--- src/rtl/pa_dfs_req_ctrl.sv ---
// DFS request controller: halts the core through a req/ack four-phase
// handshake, opens the clock-ratio switch window while the core is halted,
// then releases the core and reports completion (or timeout abort).
module pa_dfs_req_ctrl #(
  parameter int unsigned SWITCH_CYC = 16,
  parameter int unsigned TIMEOUT    = 1024,
  parameter int unsigned RATIO_W    = 3
) (
  input  logic               halt_clk,
  input  logic               cpurst_b,
  input  logic               pmu_dfs_start,
  input  logic [RATIO_W-1:0] pmu_dfs_ratio,
  input  logic               cpu_pad_dfs_ack,
  output logic               pad_cpu_dfs_req,
  output logic [RATIO_W-1:0] pad_sysio_clkratio,
  output logic               clk_switch_en,
  output logic               dfs_busy,
  output logic               dfs_done,
  output logic               dfs_err
);

  typedef enum logic [1:0] {
    IDLE   = 2'd0,
    REQ    = 2'd1,
    SWITCH = 2'd2,
    REL    = 2'd3
  } state_t;

  localparam logic [15:0] TO_LAST = 16'(TIMEOUT - 1);
  localparam logic [15:0] SW_LOAD = 16'(SWITCH_CYC - 1);

  state_t               state_q, state_d;
  logic                 req_q, req_d;
  logic [RATIO_W-1:0]   ratio_q, ratio_d;
  logic [RATIO_W-1:0]   tgt_q, tgt_d;
  logic                 sw_en_q, sw_en_d;
  logic                 busy_q, busy_d;
  logic                 done_q, done_d;
  logic                 err_q, err_d;
  logic                 err_flag_q, err_flag_d;
  logic [15:0]          cnt_q, cnt_d;
  logic                 ack_meta_q;
  logic                 ack_s_q;

  // Two-flop synchroniser for the core's ack.
  always_ff @(posedge halt_clk or negedge cpurst_b) begin
    if (!cpurst_b) begin
      ack_meta_q <= 1'b0;
      ack_s_q    <= 1'b0;
    end else begin
      ack_meta_q <= cpu_pad_dfs_ack;
      ack_s_q    <= ack_meta_q;
    end
  end

  // State and registered-output flops.
  always_ff @(posedge halt_clk or negedge cpurst_b) begin
    if (!cpurst_b) begin
      state_q    <= IDLE;
      req_q      <= 1'b0;
      ratio_q    <= '0;
      tgt_q      <= '0;
      sw_en_q    <= 1'b0;
      busy_q     <= 1'b0;
      done_q     <= 1'b0;
      err_q      <= 1'b0;
      err_flag_q <= 1'b0;
      cnt_q      <= '0;
    end else begin
      state_q    <= state_d;
      req_q      <= req_d;
      ratio_q    <= ratio_d;
      tgt_q      <= tgt_d;
      sw_en_q    <= sw_en_d;
      busy_q     <= busy_d;
      done_q     <= done_d;
      err_q      <= err_d;
      err_flag_q <= err_flag_d;
      cnt_q      <= cnt_d;
    end
  end

  // Next-state and next-output logic; outputs are computed one cycle ahead
  // so every port comes straight from a flop.
  always_comb begin
    state_d    = state_q;
    req_d      = req_q;
    ratio_d    = ratio_q;
    tgt_d      = tgt_q;
    sw_en_d    = sw_en_q;
    done_d     = 1'b0;
    err_d      = 1'b0;
    err_flag_d = err_flag_q;
    cnt_d      = cnt_q;
    case (state_q)
      IDLE: begin
        // A start is only honoured once the previous ack has fully dropped.
        if (pmu_dfs_start && !ack_s_q) begin
          if (pmu_dfs_ratio != ratio_q) begin
            tgt_d   = pmu_dfs_ratio;
            cnt_d   = '0;
            req_d   = 1'b1;
            state_d = REQ;
          end else begin
            done_d = 1'b1;
          end
        end
      end
      REQ: begin
        if (ack_s_q) begin
          sw_en_d = 1'b1;
          cnt_d   = SW_LOAD;
          state_d = SWITCH;
        end else if (cnt_q == TO_LAST) begin
          req_d      = 1'b0;
          err_flag_d = 1'b1;
          state_d    = REL;
        end else begin
          cnt_d = cnt_q + 16'd1;
        end
      end
      SWITCH: begin
        if (cnt_q == '0) begin
          ratio_d = tgt_q;
          sw_en_d = 1'b0;
          req_d   = 1'b0;
          state_d = REL;
        end else begin
          cnt_d = cnt_q - 16'd1;
        end
      end
      REL: begin
        if (!ack_s_q) begin
          done_d     = 1'b1;
          err_d      = err_flag_q;
          err_flag_d = 1'b0;
          state_d    = IDLE;
        end
      end
      default: state_d = IDLE;
    endcase
    busy_d = (state_d != IDLE);
  end

  assign pad_cpu_dfs_req    = req_q;
  assign pad_sysio_clkratio = ratio_q;
  assign clk_switch_en      = sw_en_q;
  assign dfs_busy           = busy_q;
  assign dfs_done           = done_q;
  assign dfs_err            = err_q;

endmodule

--- config.mk ---
export PLATFORM = sky130hd
export DESIGN_NAME = pa_dfs_req_ctrl
export DESIGN_NICKNAME = d
export VERILOG_FILES = /design/src/rtl/pa_dfs_req_ctrl.sv
export SDC_FILE = /design/constraint.sdc
export NUM_CORES = 1
export LEC_CHECK = 0
export ABC_AREA = 1
export ABC_CLOCK_PERIOD_IN_PS = 2400
export CAP_MARGIN = 20
export CORE_MARGIN = 10
export CORE_UTILIZATION = 40
export DETAILED_ROUTE_END_ITERATION = 7
export SYNTH_ARGS = -nofsm -noshare
export SYNTH_HDL_FRONTEND = slang
export SYNTH_SLANG_ARGS = --single-unit
--- constraint.sdc ---
create_clock -name halt_clk -period 2.4 [get_ports halt_clk]
set_input_delay 0.48 -clock halt_clk [delete_from_list [all_inputs] [get_ports halt_clk]]
set_output_delay 0.48 -clock halt_clk [all_outputs]
set_load 0.01 [all_outputs]
==> impl_metrics.py <==
metrics = {
    "outcome": {
        "status": "finished clean",
    },
    "floorplanning": {
        "start_util_pct": 41.5,
        "fp.dieW_um": 98.9,
        "core_area_sq_um": 5990,
        "dieArea_sq_um": 9780,
        "num_rows": 28,
        "io_pins": 15,
        "die_y_um": 98.9,
    },
    "critical_path": {
        "startpoint_type": "flip-flop",
        "path_max_fanout": 8,
        "cpLargestDelayFamily": "simple AND/OR/NAND/NOR gates",
        "cp_cell_sequence": "ha_1 > nand2_1 > nor2_4 > nand2_2 > nor2_4 > nand3_2 > nand2_2 > nor2_2 > buf_4 > nand2_1 > o21ai_0",
        "max_stage_delay_ns": 0.47,
        "path_class": "reg -> reg",
        "arrival_ns": 2.09,
        "slowest_stage": "dfrtp_1",
        "required_ns": 2.56,
        "critPathBufInv": 1,
        "end_kind": "flip-flop",
    },
    "cts": {
        "cts-root-buf": "clkbuf_8",
        "clock_latency_ns": 0.29,
        "cts_hold_buf": 0,
        "post_cts_buffers": 0,
        "path_clk_slew_ns": 0.07,
        "cts_resized": 0,
        "numCtsBuffers": 5,
        "cts_tree": "built",
        "numClockSinks": 32,
        "htreeDepth": 2,
        "cts_max_path_buffers": 2,
    },
    "yosys": {
        "synth_nets": 413,
        "async_flop_share_pct": 100,
        "synth.distinct_cells": 27,
        "yosys_register_bits": 32,
        "yosys_warnings": 0,
        "synth_edf_count": 0,
        "syn_inst": 398,
        "yosysMostFrequentCell": "nand2_1",
        "yosysSeqAreaShare_pct": 32.2,
        "syn_area_per_cell_sq_um": 6.25,
        "yosys.area.top_type": "dfrtp_1",
        "netlist_area_sq_um": 2490,
        "synth_top_area_share_pct": 32.2,
        "synth_common_cells": "nand2_1, nand3_1, nor2_1",
        "synthTopCellsByArea": "dfrtp_1, nand2_1, nand3_1",
        "ys.flop_type": "dfrtp_1",
    },
    "global_routing": {
        "met2_usage_pct": 22.4,
        "antenna_found_initial": 0,
        "use_met1_pct": 18.1,
        "overflow": 0,
        "grt_pass1_vias": 2461,
        "grt_pass1_wl_um": 11600,
        "grt_usage_pct": 14.0,
        "grt_max_degree": 33,
        "use_met3_pct": 2.58,
        "grt.busiest_layer": "met2",
    },
    "place": {
        "hpwl_um": 4910,
        "finalWeightedCongestion": 0.882,
        "portBuffers": 14,
        "placed_cell_area_sq_um": 2660,
        "pre_cts_slack_ns": 0.434,
    },
    "layout": {
        "regArea_sq_um": 801,
        "area_delta_synth_final_pct": 10.7,
        "fin_nets": 423,
        "fin_util_pct": 46.0,
        "multi_input_area_sq_um": 1450,
        "fillers": 616,
        "drive_gt1_share_pct": 6.13,
        "diodes": 0,
        "final_area_sq_um": 2760,
    },
    "sta": {
        "finalWorstSetupSlack_ns": 0.475,
        "grt_setup_unrepaired": "false",
        "max_freq_mhz": 519,
        "hold_violations": 0,
        "period_needed_ns": 1.93,
        "tns_ns": 0,
        "finalSetupViolCount": 0,
        "report.final.slew_viol_count": 0,
        "worst_pin_slew_ns": 0.744,
        "fin_crit_sh_pct": 80.2,
        "relSlewSlack_pct": 50.4,
        "finClkSkew_ns": 0.00429,
    },
    "route": {
        "num_vias": 2599,
        "drt-vias-per-instance": 5.38,
        "wl_per_cell_um": 13.7,
        "drtIter0Drc": 144,
        "wl_um": 6620,
        "remaining_drc_errors": 0,
        "first_pass_iters": 5,
        "ant_nets": 0,
    },
    "pwr": {
        "p_per_area_nw_per_um2": 1320,
        "p_switching_uw": 1910,
        "power_leakage_uw": 0.00138,
        "peakVddDrop_mv": 0.760,
        "pwr-share-clk_pct": 12.9,
        "seq_power_share_pct": 24.9,
        "switching_share_pct": 52.5,
        "p_int_uw": 1730,
        "pwr-share-comb_pct": 62.2,
        "p_total_uw": 3640,
    },
    "run": {
        "maxCapViolations": 0,
    },
    "hold_path": {
        "hold_class": "in -> async",
    },
}
[cells in the final DEF (no fill, tap or decap)]
cell and count:
a21oi_1 11, buf_2 1, buf_4 5, clkbuf_8 7, clkdlybuf4s50_1 13, dfrtp_1 32
ha_1 8, inv_1 37, inv_2 2, mux2_2 1, nand2_1 134, nand2_2 3
nand3_1 65, nand3_2 2, nand3b_1 1, nand4_1 5, nor2_1 46, nor2_2 1
nor2_4 2, nor3_1 1, o21a_1 1, o21ai_0 27, or2_2 1, xnor2_1 1
xor2_1 1
[layout make-up]
type | count | area share (%)
clock buffers | 7 | 3.50
flip-flops and latches | 32 | 29.1
well taps | 75 | 3.41
multi-input cells | 311 | 52.5
repair buffers | 19 | 6.27
inverters | 39 | 5.31
[power groups by stage]
| stage | clock [uW] | combinational, uW | sequential (uW) |
|---|---|---|---|
| finish | 469 | 2260 | 908 |
| global route | 500 | 2630 | 946 |
| CTS | 483 | 2260 | 909 |
| detailed placement | 0 | 2250 | 916 |
| global placement | 0 | 2230 | 915 |
| floorplan | 0 | 1770 | 829 |
[state kept, by name, indices dropped and copies added, names as in the netlist, 2 cells and up]
register / flops
cnt_q: 16
pad_sysio_clkratio: 3
tgt_q: 3
state_q: 2
[metal layers]
metal  share of wire, %  vias to the layer above
met5                  0                        -
met4                1.6                        0
met3                5.6                       12
met2                 46                       91
met1                 47                     1205
li1                   -                     1291
[final timing paths]
kind	startpoint	endpoint	slack, ns	cells after the start
max	cnt_q[0]$_DFFE_PN0P_	cnt_q[6]$_DFFE_PN0P_	0.47	11
max in group asynchronous	cpurst_b	cnt_q[7]$_DFFE_PN0P_	1.67	1
min in group halt_clk	ack_meta_q$_DFF_PN0_	ack_s_q$_DFF_PN0_	0.36	0
min reg2reg	ack_meta_q$_DFF_PN0_	ack_s_q$_DFF_PN0_	0.36	0
max reg2reg	cnt_q[0]$_DFFE_PN0P_	cnt_q[6]$_DFFE_PN0P_	0.47	11
min	cpurst_b	cnt_q[11]$_DFFE_PN0P_	0.25	1
[cells by family (layout without fill, tap and decap cells)]
logic type,count (synthesis),count (layout),share of synthesized area (%)
multiplexers,1,1,0.452
flip-flops,32,32,32.2
AO/OA/AOI/OAI,39,39,7.94
adder cells (fa/ha/maj),8,8,4.02
XOR/XNOR,2,2,0.704
AND/OR/NAND/NOR,261,261,44.9
buffers and inverters,55,65,9.75
[worst reg2reg max path, stage by stage (launching register included)]
cell and delay [ns]:
dfrtp_1 0.47, ha_1 0.25, nand2_1 0.11, nor2_4 0.14
nand2_2 0.12, nor2_4 0.17, nand3_2 0.11, nand2_2 0.08
nor2_2 0.05, buf_4 0.16, nand2_1 0.06, o21ai_0 0.08
[through the flow]
stage               hold slack [ns]  std cells
finish                        0.246        483
global route                  0.313        483
CTS                           0.285        483
detailed placement            0.348        476
global placement              0.343        476
floorplan                     0.184        398
Note: power is estimated with default switching activity, not from simulation.
==> variant: new RTL, same flow settings <==
`RATIO_W`: 3 -> 4.
--- a/src/rtl/pa_dfs_req_ctrl.sv
+++ b/src/rtl/pa_dfs_req_ctrl.sv
@@ -6,3 +6,3 @@
   parameter int unsigned TIMEOUT    = 1024,
-  parameter int unsigned RATIO_W    = 3
+  parameter int unsigned RATIO_W    = 4
 ) (
Interface: changed (resized pad_sysio_clkratio and pmu_dfs_ratio); port bits go from 15 to 17. No check against the original RTL was run, so the function may have changed too.
==> variant against the unedited design <==
Power shrank 2.4%; combinational power shrank 4%; via count fell by 3.0%; routed wire length rose by 0.48%; worst setup slack gained 0.012 ns; critical path depth down 1; sequential cell count grew 2; synthesized cell count rose by 1.5%; die area grew 3.6%; non-clock buffer count is 1 higher; first-iteration DRC count grew 10%; synthesized area grew 4.6%; clock skew increased by 0.0052 ns; cell area up 4.0%; critical path type unchanged.
==> variant: results (changes against the unedited design) <==
| Metric | Value |
|---|---|
| Number of global-route vias before repair | 2,404 (-2.3%) |
| Post-place instance area | 2784 um2 (+4.7%) |
| Length in cells of the worst reg-to-reg path | 10 (-1) |
| Power density over the cells | 1240 nW/um2 (-6.2%) |
| Number of buffers created by CTS | 5 (unchanged) |
| Post-synthesis mux area share | 0 (-0.004525) |
| Quantity of I/O buffers inserted on ports | 16 (+2) |
| Outcome | complete, no violations |
| Met1 global-route usage | 0.1893 (+0.008456) |
| Overall routed net length | 6.649 mm (+0.48%) |
| Non-clock buffer contribution to total cell area | 0.06460 (+0.001930) |
| Clk_skew | 0.009443 ns (+0.005151 ns) |
| Post-Synth Adder-Cell Area | 0.03846 (-0.001760) |
| First-pass GRT wire length | 11.64 mm (+0.12%) |
| Synth Area in Compound Gates | 0.09183 (+0.01239) |
| M1 wire length | 3.331 mm (+6.9%) |
| Synthesized area | 2602 um2 (+4.6%) |
| Repair and plain buffers | 20 (+1) |
| Portion of the post-synthesis area used by sequential elements | 0.3269 (+0.005153) |
| Uppermost signal routing layer after detailed routing | met4 |
| Highest fanout seen on the critical path | 19 (+11) |
| Metal3 WL | 257 um (-31%) |
| Met3 usage | 0.02881 (+0.002969) |
| Sequential cell area | 850.8 um2 (+6.3%) |
| Relative max-transition margin | 0.4654 (-0.03878) |
| Sum of met2 wire segment lengths after detailed routing | 2.962 mm (-2.1%) |
| Number of nets in the layout | 435 (+2.8%) |
| Leak | 1.459 nW (+5.6%) |
| Proportion of layout cells with a drive suffix above 1 | 0.06220 (+0.0009264) |
| Top post-synthesis cells by area | dfrtp_1, nand2_1, nand3_1, inv_1, nor2_1 |
| Leading cell types by count after synthesis | nand2_1, nand3_1, inv_1 |
| Synthesized Nets | 420 (+1.7%) |
| Multi-input combinational cell count | 307 (-1.3%) |
| Largest net degree at the start of global routing | 35 (+6.1%) |
| Estimated wirelength of the detail-placed design | 4.919 mm (+0.27%) |
| Worst vdd ir | 0.5026 mV (-34%) |
| Pre-CTS setup slack | 0.3493 ns (-0.08459 ns) |
| Gate Count Post-Synth | 404 (+1.5%) |
| Data arrival time of the critical path | 2.07 ns (-0.02 ns) |
| Stage delay of the slowest cell on the critical path | 0.42 ns (-0.05 ns) |
| GR Util met2 | 0.2157 (-0.008724) |
| Detailed-router iteration count before antenna repair | 4 (-1) |
| Xor-xnor portion of the synthesized cell area | 0.003365 (-0.003673) |
| Cell family with the largest share of critical-path delay | buffers and inverters |
| Number of library cell types mapped by synthesis | 26 (-3.7%) |
| Count of filler cells inserted in the layout | 669 (+8.6%) |
| Via density per instance | 5.091 (-5.4%) |
| Instance count after placement with tap cells included | 489 (+2.7%) |
| Count of routing violations after the opening detailed-route iteration | 159 (+10%) |
| Total via count after detailed routing | 2,520 (-3.0%) |
| Non-clk invs | 51 (+31%) |
| Clock Network Area Fraction | 0.02881 (-0.006160) |
| WHS | 0.2810 ns (+0.03464 ns) |
| Total track usage | 0.1385 (-0.001279) |
==> variant: where the power goes <==
part	switching (mW)	leakage [nW]	total, mW	internal (mW)
clock network	0.203	0.0431	0.425	0.221
logic	1.44	0.969	2.16	0.720
registers	0.216	0.447	0.968	0.752
==> variant: cell families after synthesis <==
group           after synthesis
compound gates               46
xor+xnor                      1
buf+inv                      63
flops                        34
simple gates                252
fa+ha+maj                     8
==> variant: worst paths after layout <==
kind / start / to
setup / recovery: state_q[1] / cnt_q[5]
hold / removal: cpurst_b / cnt_q[6]
setup reg to reg: state_q[1] / cnt_q[5]
hold reg to reg: ack_meta_q / ack_s_q
max in group asynchronous: cpurst_b / ack_s_q
min in group halt_clk: ack_meta_q / ack_s_q
==> variant: worst register-to-register path, cell delays in order, from the launching register on <==
cell and delay, ns:
dfrtp_1 0.42, inv_1 0.16, ha_1 0.30, inv_1 0.12, nor2_4 0.10, nand4_2 0.12, nand2_1 0.12, nor2_2 0.05
buf_4 0.21, nand2_1 0.10, o21ai_0 0.08
